File: config.mk
export PLATFORM = sky130hd
export DESIGN_NAME = gray_updown_counter_flat
export DESIGN_NICKNAME = d
export VERILOG_FILES = /design/src/rtl/gray_updown_counter_if.sv /design/src/rtl/gray_updown_counter.sv /design/src/flat_wrapper.sv
export SDC_FILE = /design/constraint.sdc
export NUM_CORES = 1
export LEC_CHECK = 0
export CAP_MARGIN = 20
export CORE_ASPECT_RATIO = 1.5
export CORE_MARGIN = 2
export CORE_UTILIZATION = 40
export CTS_CLUSTER_DIAMETER = 200
export DETAILED_ROUTE_END_ITERATION = 10
export PLACE_DENSITY_LB_ADDON = 0.12
export SYNTH_ARGS = -nofsm -noshare
export SYNTH_HDL_FRONTEND = slang
export SYNTH_SLANG_ARGS = --single-unit
File: constraint.sdc
create_clock -name Clk -period 2.1 [get_ports Clk]
set_input_delay 0.525 -clock Clk [delete_from_list [all_inputs] [get_ports Clk]]
set_output_delay 0.525 -clock Clk [all_outputs]
set_load 0.1 [all_outputs]
File: src/rtl/gray_updown_counter_if.sv
// Control and status bundle for gray_updown_counter: step/load controls in,
// registered binary/Gray count and flags out.
interface gray_updown_counter_if #(
  parameter int COUNTER_WIDTH = 4
);
  logic                     Enable_in;
  logic                     Up_in;
  logic                     Load_in;
  logic [COUNTER_WIDTH-1:0] LoadValue_in;
  logic [COUNTER_WIDTH-1:0] BinaryCount_out;
  logic [COUNTER_WIDTH-1:0] GrayCount_out;
  logic [COUNTER_WIDTH-1:0] GrayCountNext_out;
  logic [COUNTER_WIDTH-1:0] GrayCountPrev_out;
  logic                     Wrap_out;
  logic                     AtMax_out;
  logic                     AtMin_out;

  modport master (
    output Enable_in, Up_in, Load_in, LoadValue_in,
    input  BinaryCount_out, GrayCount_out, GrayCountNext_out, GrayCountPrev_out,
    input  Wrap_out, AtMax_out, AtMin_out
  );

  modport slave (
    input  Enable_in, Up_in, Load_in, LoadValue_in,
    output BinaryCount_out, GrayCount_out, GrayCountNext_out, GrayCountPrev_out,
    output Wrap_out, AtMax_out, AtMin_out
  );
endinterface

File: src/rtl/gray_updown_counter.sv
// Up/down binary counter with registered Gray encodings of the count and both
// modular neighbours, plus wrap and terminal-count flags, for CDC FIFO pointers.
module gray_updown_counter #(
  parameter int COUNTER_WIDTH = 4,
  parameter int RESET_VALUE   = 0,
  parameter bit SATURATE      = 1'b0
) (
  input  logic                   Clk,
  input  logic                   Reset_in,
  gray_updown_counter_if.slave   cnt_if
);

  localparam logic [COUNTER_WIDTH-1:0] MAX_VAL = {COUNTER_WIDTH{1'b1}};
  localparam logic [COUNTER_WIDTH-1:0] ONE     = COUNTER_WIDTH'(1);
  localparam logic [COUNTER_WIDTH-1:0] RST_VAL = COUNTER_WIDTH'(RESET_VALUE);

  function automatic logic [COUNTER_WIDTH-1:0] to_gray(input logic [COUNTER_WIDTH-1:0] x);
    return x ^ (x >> 1);
  endfunction

  logic [COUNTER_WIDTH-1:0] bin_q;
  logic [COUNTER_WIDTH-1:0] bin_nxt;
  logic                     wrap_nxt;
  logic [COUNTER_WIDTH-1:0] gray_q;
  logic [COUNTER_WIDTH-1:0] gray_next_q;
  logic [COUNTER_WIDTH-1:0] gray_prev_q;
  logic                     wrap_q;
  logic                     at_max_q;
  logic                     at_min_q;

  always_comb begin
    bin_nxt  = bin_q;
    wrap_nxt = 1'b0;
    if (Reset_in) begin
      bin_nxt = RST_VAL;
    end else if (cnt_if.Load_in) begin
      bin_nxt = cnt_if.LoadValue_in;
    end else if (cnt_if.Enable_in) begin
      if (cnt_if.Up_in) begin
        if (bin_q != MAX_VAL) begin
          bin_nxt = bin_q + ONE;
        end else if (!SATURATE) begin
          bin_nxt  = '0;
          wrap_nxt = 1'b1;
        end
      end else begin
        if (bin_q != '0) begin
          bin_nxt = bin_q - ONE;
        end else if (!SATURATE) begin
          bin_nxt  = MAX_VAL;
          wrap_nxt = 1'b1;
        end
      end
    end
  end

  // Every output is re-derived from bin_nxt so all of them describe the same count.
  always_ff @(posedge Clk) begin
    bin_q       <= bin_nxt;
    gray_q      <= to_gray(bin_nxt);
    gray_next_q <= to_gray(bin_nxt + ONE);
    gray_prev_q <= to_gray(bin_nxt - ONE);
    wrap_q      <= wrap_nxt;
    at_max_q    <= (bin_nxt == MAX_VAL);
    at_min_q    <= (bin_nxt == '0);
  end

  assign cnt_if.BinaryCount_out   = bin_q;
  assign cnt_if.GrayCount_out     = gray_q;
  assign cnt_if.GrayCountNext_out = gray_next_q;
  assign cnt_if.GrayCountPrev_out = gray_prev_q;
  assign cnt_if.Wrap_out          = wrap_q;
  assign cnt_if.AtMax_out         = at_max_q;
  assign cnt_if.AtMin_out         = at_min_q;

endmodule
File: src/flat_wrapper.sv
// flat-port wrapper written by rule: the top's interface ports become plain ports
module gray_updown_counter_flat 
#(
  parameter int COUNTER_WIDTH = 4,
  parameter int RESET_VALUE   = 0,
  parameter bit SATURATE      = 1'b0
)
  (Clk, Reset_in, cnt_if_Enable_in, cnt_if_Up_in, cnt_if_Load_in, cnt_if_LoadValue_in, cnt_if_BinaryCount_out, cnt_if_GrayCount_out, cnt_if_GrayCountNext_out, cnt_if_GrayCountPrev_out, cnt_if_Wrap_out, cnt_if_AtMax_out, cnt_if_AtMin_out);
  gray_updown_counter_if #(.COUNTER_WIDTH(COUNTER_WIDTH)) cnt_if_i ();
  input  logic Clk;
  input  logic Reset_in;
  input wire logic [$bits(cnt_if_i.Enable_in)-1:0] cnt_if_Enable_in;
  input wire logic [$bits(cnt_if_i.Up_in)-1:0] cnt_if_Up_in;
  input wire logic [$bits(cnt_if_i.Load_in)-1:0] cnt_if_Load_in;
  input wire logic [$bits(cnt_if_i.LoadValue_in)-1:0] cnt_if_LoadValue_in;
  output wire logic [$bits(cnt_if_i.BinaryCount_out)-1:0] cnt_if_BinaryCount_out;
  output wire logic [$bits(cnt_if_i.GrayCount_out)-1:0] cnt_if_GrayCount_out;
  output wire logic [$bits(cnt_if_i.GrayCountNext_out)-1:0] cnt_if_GrayCountNext_out;
  output wire logic [$bits(cnt_if_i.GrayCountPrev_out)-1:0] cnt_if_GrayCountPrev_out;
  output wire logic [$bits(cnt_if_i.Wrap_out)-1:0] cnt_if_Wrap_out;
  output wire logic [$bits(cnt_if_i.AtMax_out)-1:0] cnt_if_AtMax_out;
  output wire logic [$bits(cnt_if_i.AtMin_out)-1:0] cnt_if_AtMin_out;
  assign cnt_if_i.Enable_in = cnt_if_Enable_in;
  assign cnt_if_i.Up_in = cnt_if_Up_in;
  assign cnt_if_i.Load_in = cnt_if_Load_in;
  assign cnt_if_i.LoadValue_in = cnt_if_LoadValue_in;
  assign cnt_if_BinaryCount_out = cnt_if_i.BinaryCount_out;
  assign cnt_if_GrayCount_out = cnt_if_i.GrayCount_out;
  assign cnt_if_GrayCountNext_out = cnt_if_i.GrayCountNext_out;
  assign cnt_if_GrayCountPrev_out = cnt_if_i.GrayCountPrev_out;
  assign cnt_if_Wrap_out = cnt_if_i.Wrap_out;
  assign cnt_if_AtMax_out = cnt_if_i.AtMax_out;
  assign cnt_if_AtMin_out = cnt_if_i.AtMin_out;
  gray_updown_counter #(.COUNTER_WIDTH(COUNTER_WIDTH), .RESET_VALUE(RESET_VALUE), .SATURATE(SATURATE)) u_core (.Clk(Clk), .Reset_in(Reset_in), .cnt_if(cnt_if_i));
endmodule
==> results.sh, run 1 <==
export IMPL_result_of_the_run="completed"
export IMPL_post_synth_instance_area_sq_um=873
export IMPL_power_leakage_nw=0.672
export IMPL_finalMaxSlewViolations=0
export IMPL_tightestPinTransition_ns=0.392
export IMPL_fmaxAchievable_mhz=481
export IMPL_finalWeightedCongestion=0.750
export IMPL_syn_avg_cell_area_sq_um=10.7
export IMPL_clkSinkCount=17
export IMPL_worst_hold_path_type="in -> reg"
export IMPL_min_period_over_period_pct=99.1
export IMPL_clk_pin_slew_worst_paths_ns=0.10
export IMPL_synth_net_count=100
export IMPL_finalHoldViolCount=0
export IMPL_postSynthCellCount=82
export IMPL_synth_edff_count=0
export IMPL_groute_usage_overall_pct=15.0
export IMPL_flow_area_growth_from_synthesis_pct=68.9
export IMPL_criticalPathCategory="reg -> reg"
export IMPL_dp_hpwl_um=1420
export IMPL_cts_hold_fix_buffers=0
export IMPL_place_area_sq_um=1280
export IMPL_grt_antenna_before_repair=0
export IMPL_diodes=0
export IMPL_timing_reg2reg_setup_slack_ns=0.02
export IMPL_vias=779
export IMPL_cts_tree="built"
export IMPL_yosys_register_bits=17
export IMPL_synth_seq_area_share_pct=39.0
export IMPL_first_global_vias=673
export IMPL_layout_nets=154
export IMPL_grt_max_degree=11
export IMPL_report_power_total_mw=1.35
export IMPL_crit_fanout=6
export IMPL_ioPinCount=28
export IMPL_drt_iter0_markers=12
export IMPL_standard_cell_rows=20
export IMPL_port_buffer_count=27
export IMPL_ys_async_sr_fraction_pct=0
export IMPL_drt_vias_per_instance=4.96
export IMPL_detail_route_drc_violations=0
export IMPL_ir_drop_worst_vdd_uv=460
export IMPL_grt_ovfl_total=0
export IMPL_drt_antenna_violating_nets=0
export IMPL_proportion_of_layout_cells_with_a_drive_suffix_above_1_pct=60.0
export IMPL_cts_made_buffers=3
export IMPL_clk_insertion_delay_late_ns=0.29
export IMPL_synth_cell_type_count=35
export IMPL_drt_pass1_iterations=3
export IMPL_cts_root_buffer="clkbuf_4"
export IMPL_top_ff_cell_synth="dfxtp_1"
export IMPL_wl_per_cell_um=12.8
export IMPL_timing_final_crit_period_ns=2.08
export IMPL_fin_worst_skew_ns=0.0126
export IMPL_coreArea_sq_um=2050
export IMPL_power_density_cell_area_nw_per_um2=912
export IMPL_postLayoutCellArea_sq_um=1480
export IMPL_grt_first_pass_wirelength_um=2900
export IMPL_max_cap_violations=0
export IMPL_setup_viol=0
export IMPL_die_area_sq_um=2580
export IMPL_data_required_time_at_the_worst_endpoint_ns=2.29
export IMPL_die_x_um=42.2
export IMPL_worstSetupEndpointType="register"
export IMPL_critical_path_arrival_ns=2.27
export IMPL_h_tree_depth=1
export IMPL_floorplan_initialDensity_pct=42.6
export IMPL_slew_headroom_pct=73.2
export IMPL_max_clock_path_buffers=2
export IMPL_yosys_warnings=0
export IMPL_setup_repair_after_global_routing_missed_its_margin="yes"
export IMPL_crit_path_start_kind="register"
export IMPL_fp_dieH_um=61.2
export IMPL_wire_length_reported_by_the_detailed_router_um=2010
-- worst paths after layout --
path	start	endpoint	cells after the start
setup / recovery	u_core.cnt_if.GrayCountPrev_out[0]	u_core.cnt_if.GrayCountPrev_out[1]	10
hold / removal	cnt_if_Up_in	u_core.cnt_if.Wrap_out	4
setup reg to reg	u_core.cnt_if.GrayCountPrev_out[0]	u_core.cnt_if.GrayCountPrev_out[1]	10
hold reg to reg	u_core.cnt_if.BinaryCount_out[3]	u_core.cnt_if.Wrap_out	3
-- logic make-up (layout without fill, tap and decap cells) --
group / count (synthesis) / count (layout) / synth area share (%)
simple gates: 17 / 17 / 13.3
mux: 2 / 2 / 2.29
fa+ha+maj: 9 / 9 / 12.9
xor+xnor: 10 / 10 / 11.7
compound gates: 13 / 13 / 12.9
buf+inv: 14 / 67 / 7.88
flops: 17 / 17 / 39.0
-- worst max-delay path, cell delays in order (launching register included) --
cell and delay, ns:
dfxtp_4 0.41, inv_2 0.05, ha_4 0.26, xnor2_2 0.11, mux2i_1 0.09, o21ai_1 0.16
nand2b_1 0.18, buf_6 0.17, ha_4 0.23, xnor2_4 0.13, xor2_1 0.16
-- stage by stage --
step / hold slack [ns] / setup TNS, ns / setup slack (ns) / utilization (%) / cells
finish: 0.739 / 0 / 0.0194 / 71.9 / 157
floorplan: 0.608 / -0.0376 / -0.0311 / - / 82
global placement: 0.744 / -3.61 / -0.470 / 62.3 / 144
global route: 0.739 / -0.201 / -0.0696 / 71.9 / 157
CTS: 0.694 / 0 / 0.000299 / 66.0 / 151
detailed placement: 0.740 / -4.12 / -0.533 / 62.3 / 144
-- per-layer routing --
| layer | global-route usage [%] | wire length [um] |
|---|---|---|
| met5 | 0 | 0 |
| met4 | 8.04 | 34 |
| met3 | 0.880 | 79 |
| met2 | 30.6 | 1170 |
| met1 | 15.1 | 727 |
-- cells in the final DEF, fill, tap and decap left out, types with 2 or more instances in the layout --
master / Yosys / final
and2_1: 2 / 2
buf_4: 2 / 42
buf_6: 1 / 2
clkbuf_4: 0 / 3
clkdlybuf4s50_1: 0 / 6
dfxtp_1: 17 / 13
dfxtp_2: 0 / 2
dfxtp_4: 0 / 2
ha_1: 9 / 2
ha_2: 0 / 2
ha_4: 0 / 5
inv_1: 9 / 5
inv_2: 1 / 4
nand2_1: 2 / 2
nand2b_1: 3 / 3
nor2_1: 2 / 2
o21a_1: 2 / 2
xnor2_1: 6 / 4
xnor2_2: 2 / 3
-- flip-flops by register name (all words and copies together) (netlist names) --
signal	count
u_core.cnt_if.AtMax_out	1
u_core.cnt_if.AtMin_out	1
u_core.cnt_if.BinaryCount_out	3
u_core.cnt_if.GrayCount_out	3
u_core.cnt_if.GrayCountNext_out	4
u_core.cnt_if.GrayCountPrev_out	4
u_core.cnt_if.Wrap_out	1
-- synthesized netlist by cell type (2+ instances only) --
library cell,n,area share (%)
nand2b_1,3,2.1
nand2_1,2,0.86
nor2_1,2,0.86
buf_4,2,1.7
o21a_1,2,1.7
ha_1,9,13
inv_1,9,3.9
xor2_1,2,2.0
mux2i_1,2,2.3
xnor2_2,2,3.7
dfxtp_1,17,39
xnor2_1,6,6.0
and2_1,2,1.4
-- final cells by class --
type                            count  area (sq um)
Multi-Input combinational cell     51           598
Fill cell                         159           577
Timing Repair Buffer               53           432
Sequential cell                    17           350
Inverter                           10          40.0
Tap cell                           22          27.5
Clock buffer                        3          22.5
Clock inverter                      1          5.00
-- where the power goes --
part / total (mW) / internal [mW] / switching, mW
registers: 0.404 / 0.377 / 0.0268
logic: 0.771 / 0.224 / 0.547
clock network: 0.171 / 0.0707 / 0.100
-- timing repair --
action | in CTS | in global routing
endpoints found under the setup margin | 7 | 6
cloned | 0 | 0
pin swaps | 3 | 14
buffers inserted | 3 | 6
resized for setup | 8 | 15
No activity file was read; power rests on OpenSTA's default activity.
==> run 2: changes to the inputs <==
--- a/config.mk
+++ b/config.mk
@@ -12,6 +12,7 @@
 export CTS_CLUSTER_DIAMETER = 200
 export DETAILED_ROUTE_END_ITERATION = 10
 export PLACE_DENSITY_LB_ADDON = 0.12
+export SKIP_LAST_GASP = 1
 export SYNTH_ARGS = -nofsm -noshare
 export SYNTH_HDL_FRONTEND = slang
 export SYNTH_SLANG_ARGS = --single-unit
==> results.sh, run 2 (synthesis results as in run 1) <==
export IMPL_result_of_the_run="completed"
export IMPL_ioPinCount=28
export IMPL_grt_antenna_before_repair=0
export IMPL_port_buffer_count=27
export IMPL_crit_fanout=6
export IMPL_setup_repair_after_global_routing_missed_its_margin="yes"
export IMPL_finalHoldViolCount=0
export IMPL_clk_insertion_delay_late_ns=0.29
export IMPL_data_required_time_at_the_worst_endpoint_ns=2.28
export IMPL_timing_final_crit_period_ns=2.07
export IMPL_fmaxAchievable_mhz=484
export IMPL_cts_tree="built"
export IMPL_finalMaxSlewViolations=0
export IMPL_multi_input_area_sq_um=573
export IMPL_crit_path_max_incr_delay_ns=0.41
export IMPL_crit_chain="inv_2, ha_4, xnor2_2, mux2i_1, o21ai_1, nand2b_1, buf_6, ha_4, xnor2_4, xor2_1"
export IMPL_fin_worst_hold_slack_ns=0.744
export IMPL_die_x_um=42.2
export IMPL_power_leakage_nw=0.675
export IMPL_wl_per_cell_um=12.4
export IMPL_wire_length_reported_by_the_detailed_router_um=1940
export IMPL_critical_path_top_delay_family="adder cells"
export IMPL_max_cap_violations=0
export IMPL_finalSetupTns_ns=0
export IMPL_floorplan_initialDensity_pct=42.6
export IMPL_diodes=0
export IMPL_grt_first_pass_wirelength_um=2900
export IMPL_ir_drop_worst_vdd_uv=458
export IMPL_grt_max_degree=11
export IMPL_fp_dieH_um=61.2
export IMPL_clkSinkCount=17
export IMPL_h_tree_depth=1
export IMPL_cts_hold_fix_buffers=0
export IMPL_drt_vias_per_instance=4.92
export IMPL_slowest_cell_on_the_critical_path="dfxtp_4"
export IMPL_standard_cell_rows=20
export IMPL_proportion_of_layout_cells_with_a_drive_suffix_above_1_pct=58.5
export IMPL_setup_viol=0
export IMPL_first_global_vias=673
export IMPL_fin_worst_skew_ns=0.00884
export IMPL_critical_path_n_buffers_inverters=2
export IMPL_fillerInstances=161
export IMPL_placedCellCount=144
export IMPL_cell_repeated_most_along_the_worst_path="ha_4"
export IMPL_worstSetupEndpointType="register"
export IMPL_dp_hpwl_um=1420
export IMPL_criticalPathCategory="reg -> reg"
export IMPL_groute_usage_overall_pct=15.0
export IMPL_place_ws_ns=-0.533
export IMPL_clk_pin_slew_worst_paths_ns=0.10
export IMPL_critical_path_arrival_ns=2.25
export IMPL_cts_made_buffers=3
export IMPL_vias=773
export IMPL_report_power_total_mw=1.34
export IMPL_grt_ovfl_total=0
export IMPL_min_period_over_period_pct=98.4
export IMPL_layout_nets=154
export IMPL_worst_hold_path_type="in -> reg"
export IMPL_finalWeightedCongestion=0.750
export IMPL_detail_route_drc_violations=0
export IMPL_drt_iter0_markers=7
export IMPL_final_cell_count_no_fill=157
export IMPL_max_clock_path_buffers=2
export IMPL_slew_headroom_pct=73.2
export IMPL_setup_slack_ns=0.0344
export IMPL_flow_area_growth_from_synthesis_pct=66.0
export IMPL_cts_root_buffer="clkbuf_4"
export IMPL_tightestPinTransition_ns=0.392
export IMPL_drt_antenna_violating_nets=0
export IMPL_coreArea_sq_um=2050
export IMPL_seqCellArea_sq_um=350
export IMPL_drt_pass1_iterations=4
export IMPL_power_density_cell_area_nw_per_um2=922
export IMPL_die_area_sq_um=2580
export IMPL_crit_path_start_kind="register"
export IMPL_layout_cells_most_common="buf_4"
export IMPL_most_used_cells_in_the_layout_excluding_fill_and_tap_cells="42 x buf_4, 13 x dfxtp_1, 6 x clkdlybuf4s50_1"
run 2: cell counts in the layout (fill, tap and decap cells not counted):
No cell type changed its count.
run 2: where the power goes:
part	switching, mW	internal, mW	total (mW)
Clock	0.0972	0.0707	0.168
Combinational	0.543	0.223	0.765
Sequential	0.0266	0.377	0.404
Total	0.667	0.670	1.34
run 2: final timing paths:
path,slack (ns),start,cells past startpoint,endpoint
setup / recovery,0.03,u_core.cnt_if.GrayCountPrev_out[0],10,u_core.cnt_if.GrayCountPrev_out[1]
hold / removal,0.74,cnt_if_Up_in,4,u_core.cnt_if.Wrap_out
setup reg to reg,0.03,u_core.cnt_if.GrayCountPrev_out[0],10,u_core.cnt_if.GrayCountPrev_out[1]
hold reg to reg,0.76,u_core.cnt_if.BinaryCount_out[0],4,u_core.cnt_if.BinaryCount_out[0]
run 2: final cells by class:
cell class | instances | area share, %
clock buffers | 3 | 1.55
clock inverters | 1 | 0.345
inverters | 10 | 2.76
multi-input cells | 51 | 39.5
flip-flops and latches | 17 | 24.2
well taps | 22 | 1.90
repair buffers | 53 | 29.8
run 2: through the flow:
stage	utilization (%)	cell area [sq um]
after global routing	70.7	1450
after global placement	62.3	1280
after floorplan	-	920
final	70.7	1450
after CTS	66.0	1360
after detailed placement	62.3	1280
run 2: timing repair:
action                     4_1_cts  5_1_grt
setup buffers                    3        6
setup endpoints to repair        7        5
pin swaps                        3       13
resized for setup                7       12
run 2: worst reg2reg max path, delay by kind of cell, from the launching register on:
kind                     cells  cell delay (ns)
AND/OR/NAND/NOR              1             0.18
buffers and inverters        2             0.22
multiplexers                 1             0.10
AO/OA/AOI/OAI                1             0.16
XOR/XNOR                     3             0.40
flip-flops                   1             0.41
adder cells (fa/ha/maj)      2             0.49
run 2: routing by layer:
metal | up-vias | wire [um] | GRT usage [%]
li1 | 385 | - | -
met1 | 360 | 720 | 15.1
met2 | 23 | 1100 | 30.6
met3 | 5 | 77 | 0.880
met4 | 0 | 37 | 8.04
met5 | - | 0 | 0
==> run 3: changes to the inputs <==
--- a/config.mk
+++ b/config.mk
@@ -8,7 +8,7 @@
 export CAP_MARGIN = 20
 export CORE_ASPECT_RATIO = 1.5
 export CORE_MARGIN = 2
-export CORE_UTILIZATION = 40
+export CORE_UTILIZATION = 44
 export CTS_CLUSTER_DIAMETER = 200
 export DETAILED_ROUTE_END_ITERATION = 10
 export PLACE_DENSITY_LB_ADDON = 0.12
==> constraint.sdc (replaced) <==
create_clock -name Clk -period 1.92 [get_ports Clk]
set_input_delay 0.48 -clock Clk [delete_from_list [all_inputs] [get_ports Clk]]
set_output_delay 0.48 -clock Clk [all_outputs]
set_load 0.1 [all_outputs]
==> results.sh, run 3 <==
export IMPL_port_buffer_count=27
export IMPL_synth_net_count=100
export IMPL_synthTopCellsByCount="17 x dfxtp_1, 9 x ha_1, 9 x inv_1"
export IMPL_yosysMostFrequentCell="dfxtp_1"
export IMPL_yosys_register_bits=17
export IMPL_top_ff_cell_synth="dfxtp_1"
export IMPL_cts_made_buffers=3
export IMPL_ys_async_sr_fraction_pct=0
export IMPL_standard_cell_rows=19
export IMPL_worst_endpoint="u_core.cnt_if.GrayCountPrev_out[2]$_DFF_P_/D"
export IMPL_synth_largest_area_cell="dfxtp_1"
export IMPL_syn_avg_cell_area_sq_um=10.7
export IMPL_h_tree_depth=1
export IMPL_floorplan_initialDensity_pct=47.1
export IMPL_yosys_warnings=0
export IMPL_finalWeightedCongestion=0.814
export IMPL_haltStage="global routing"
export IMPL_postSynthCellCount=82
export IMPL_synth_seq_area_share_pct=39.0
export IMPL_post_synth_instance_area_sq_um=873
export IMPL_ioPinCount=28
export IMPL_dp_hpwl_um=1850
export IMPL_die_x_um=40.4
export IMPL_error_line="[ERROR DPL-0038] Utilization greater than 100%, impossible to legalize"
export IMPL_grt_max_degree=10
export IMPL_cts_root_buffer="clkbuf_4"
export IMPL_worstEpCategory="register input"
export IMPL_result_of_the_run="stopped before the end"
export IMPL_clkSinkCount=17
export IMPL_synth_edff_count=0
export IMPL_fp_dieH_um=58.6
export IMPL_synth_area_top_cells="dfxtp_1 39%, ha_1 13%, xnor2_1 6.0%, inv_1 3.9%, xnor2_2 3.7%"
export IMPL_netlist_area_leader_share_pct=39.0
export IMPL_synth_cell_type_count=35
export IMPL_max_clock_path_buffers=2
-- run 3: cell counts after synthesis --
No cell type changed its count.
-- run 3: per-stage QoR --
stage	setup WS, ns	setup TNS (ns)	hold slack [ns]	instances	cell area, sq um
4_1_cts	-0.126	-0.446	0.636	155	1700
2_1_floorplan	-0.222	-0.892	0.563	82	956
3_5_place_dp	-0.679	-6.36	0.610	144	1550
3_3_place_gp	-0.605	-5.54	0.603	144	1550
-- run 3: kinds of logic after synthesis --
kind of cell | share of synthesized area, %
AOI/OAI and AO/OA | 12.9
DFF | 39.0
and+or+nand+nor | 13.3
muxes | 2.29
adders and majority gates | 12.9
buffers and inverters | 7.88
xor gates and xnor gates | 11.7
-- run 3: repair_timing --
| action | in CTS |
|---|---|
| endpoints found under the hold margin | 0 |
| resized for setup | 22 |
| setup endpoints to repair | 10 |
| gates cloned | 0 |
| pin swaps | 12 |
| buffers inserted | 7 |
| hold buffers | 0 |
==> run 4: changes to the inputs <==
--- a/config.mk
+++ b/config.mk
@@ -6,12 +6,10 @@
 export NUM_CORES = 1
 export LEC_CHECK = 0
 export CAP_MARGIN = 20
-export CORE_ASPECT_RATIO = 1.5
-export CORE_MARGIN = 2
-export CORE_UTILIZATION = 44
-export CTS_CLUSTER_DIAMETER = 200
+export CORE_AREA = 2 2 63 65
 export DETAILED_ROUTE_END_ITERATION = 10
-export PLACE_DENSITY_LB_ADDON = 0.12
+export DIE_AREA = 0 0 65 67
+export PLACE_DENSITY_LB_ADDON = 0.15
 export SKIP_LAST_GASP = 1
 export SYNTH_ARGS = -nofsm -noshare
 export SYNTH_HDL_FRONTEND = slang
==> results.sh, run 4 (synthesis results as in run 1) <==
export IMPL_crit_path_max_incr_delay_ns=0.39
export IMPL_most_used_cells_in_the_layout_excluding_fill_and_tap_cells="20 x buf_4, 19 x buf_12, 13 x dfxtp_1"
export IMPL_coreArea_sq_um=3610
export IMPL_first_global_vias=813
export IMPL_fin_worst_hold_slack_ns=0.587
export IMPL_tightestPinTransition_ns=0.333
export IMPL_proportion_of_layout_cells_with_a_drive_suffix_above_1_pct=56.1
export IMPL_layout_nets=151
export IMPL_finalSetupTns_ns=-0.329
export IMPL_slew_headroom_pct=77.3
export IMPL_floorplan_initialDensity_pct=24.2
export IMPL_criticalPathCategory="reg -> reg"
export IMPL_max_cap_violations=0
export IMPL_ff2ff_path_depth=10
export IMPL_die_x_um=65
export IMPL_drt_antenna_violating_nets=0
export IMPL_setup_slack_ns=-0.0943
export IMPL_cts_root_buffer="clkbuf_8"
export IMPL_grt_max_degree=10
export IMPL_min_period_over_period_pct=105
export IMPL_critical_path_n_buffers_inverters=2
export IMPL_cts_tree="built"
export IMPL_wire_length_reported_by_the_detailed_router_um=2220
export IMPL_max_clock_path_buffers=2
export IMPL_drt_iter0_markers=30
export IMPL_power_leakage_nw=0.754
export IMPL_drt_vias_per_instance=4.13
export IMPL_fin_worst_skew_ns=0.00399
export IMPL_setup_repair_after_global_routing_missed_its_margin="yes"
export IMPL_crit_fanout=4
export IMPL_wl_per_cell_um=12.3
export IMPL_data_required_time_at_the_worst_endpoint_ns=2.05
export IMPL_crit_chain="inv_4, ha_4, xnor2_2, mux2i_1, o21ai_1, nand2b_1, buf_6, ha_4, xnor2_4, xor2_1"
export IMPL_timing_reg2reg_setup_slack_ns=-0.09
export IMPL_grt_first_pass_wirelength_um=3730
export IMPL_dp_hpwl_um=1620
export IMPL_standard_cell_rows=22
export IMPL_grt_antenna_before_repair=0
export IMPL_timing_final_crit_period_ns=2.01
export IMPL_fp_dieH_um=67
export IMPL_timing_critical_path_to="u_core.cnt_if.GrayCountPrev_out[1]"
export IMPL_startpoint="u_core.cnt_if.BinaryCount_out[0]"
export IMPL_cts_made_buffers=3
export IMPL_worstSetupEndpointType="register"
export IMPL_critical_path_arrival_ns=2.15
export IMPL_layout_cells_most_common="buf_4"
export IMPL_port_buffer_count=27
export IMPL_finalWeightedCongestion=0.704
export IMPL_startpoint_of_the_most_critical_hold_path="Reset_in"
export IMPL_result_of_the_run="finished, violations left"
export IMPL_fillerInstances=314
export IMPL_critical_path_reg2reg_startpoint="u_core.cnt_if.BinaryCount_out[0]"
export IMPL_worst_r2r_endpoint="u_core.cnt_if.GrayCountPrev_out[1]"
export IMPL_clk_insertion_delay_late_ns=0.25
export IMPL_min_path_cells=2
export IMPL_slowest_cell_on_the_critical_path="dfxtp_4"
export IMPL_die_area_sq_um=4360
export IMPL_ioPinCount=28
export IMPL_cell_repeated_most_along_the_worst_path="ha_4"
export IMPL_failed_checks="setup timing"
export IMPL_groute_usage_overall_pct=11.5
export IMPL_flow_area_growth_from_synthesis_pct=100
export IMPL_worst_hold_path_type="in -> reg"
export IMPL_h_tree_depth=1
export IMPL_clk_pin_slew_worst_paths_ns=0.06
export IMPL_crit_path_start_kind="register"
export IMPL_finalMaxSlewViolations=0
export IMPL_fmaxAchievable_mhz=496
export IMPL_detail_route_drc_violations=0
export IMPL_vias=744
export IMPL_ir_drop_worst_vdd_uv=682
export IMPL_finalHoldViolCount=0
export IMPL_power_density_cell_area_nw_per_um2=991
export IMPL_clkSinkCount=17
export IMPL_diodes=0
export IMPL_setup_viol=5
export IMPL_critical_path_top_delay_family="adder cells"
export IMPL_grt_ovfl_total=0
export IMPL_critical_path_depth=10
export IMPL_drt_pass1_iterations=4
-- run 4: layer usage --
layer / vias up / global-route usage (%) / share of wire, %
li1: 379 / - / -
met5: - / 0 / 0
met1: 339 / 14.5 / 42
met3: 4 / 2.87 / 5.3
met4: 0 / 4.79 / 2.1
met2: 22 / 18.7 / 50
-- run 4: cell type report --
| type | instances | area [sq um] | share of cell area, % |
|---|---|---|---|
| inverters | 10 | 40.0 | 2.29 |
| multi-input cells | 51 | 611 | 34.9 |
| well taps | 48 | 60.1 | 3.44 |
| flip-flops and latches | 17 | 353 | 20.2 |
| repair buffers | 50 | 639 | 36.6 |
| clock buffers | 4 | 45.0 | 2.58 |
-- run 4: worst min-delay path by stage --
stage,endpoint
4_1_cts,u_core.cnt_if.Wrap_out
3_3_place_gp,u_core.cnt_if.Wrap_out
2_1_floorplan,u_core.cnt_if.Wrap_out
5_1_grt,u_core.cnt_if.Wrap_out
6_report,u_core.cnt_if.GrayCountNext_out[0]
3_5_place_dp,u_core.cnt_if.Wrap_out
-- run 4: per-stage QoR --
stage / cells / util, % / worst slack (ns) / power [mW] / cell area [sq um]
after floorplan: 82 / - / -0.222 / 1.07 / 956
after global placement: 172 / 44.0 / -0.656 / 1.44 / 1590
after detailed placement: 172 / 44.0 / -0.688 / 1.44 / 1590
after CTS: 180 / 48.1 / -0.112 / 1.75 / 1730
after global routing: 180 / 48.5 / -0.244 / 1.80 / 1750
final: 180 / 48.5 / -0.0943 / 1.73 / 1750
-- run 4: timing repair --
| item | in CTS | in global routing |
|---|---|---|
| buffers inserted | 4 | 0 |
| pin swaps | 15 | 1 |
| resized for setup | 20 | 2 |
| setup endpoints to repair | 12 | 9 |
| hold buffers | 0 | 0 |
-- run 4: power by group --
part	leakage [nW]	switching (mW)	internal, mW
combinational	0.587	0.610	0.394
sequential	0.144	0.0531	0.414
clock	0.0228	0.114	0.147
total	0.754	0.777	0.955
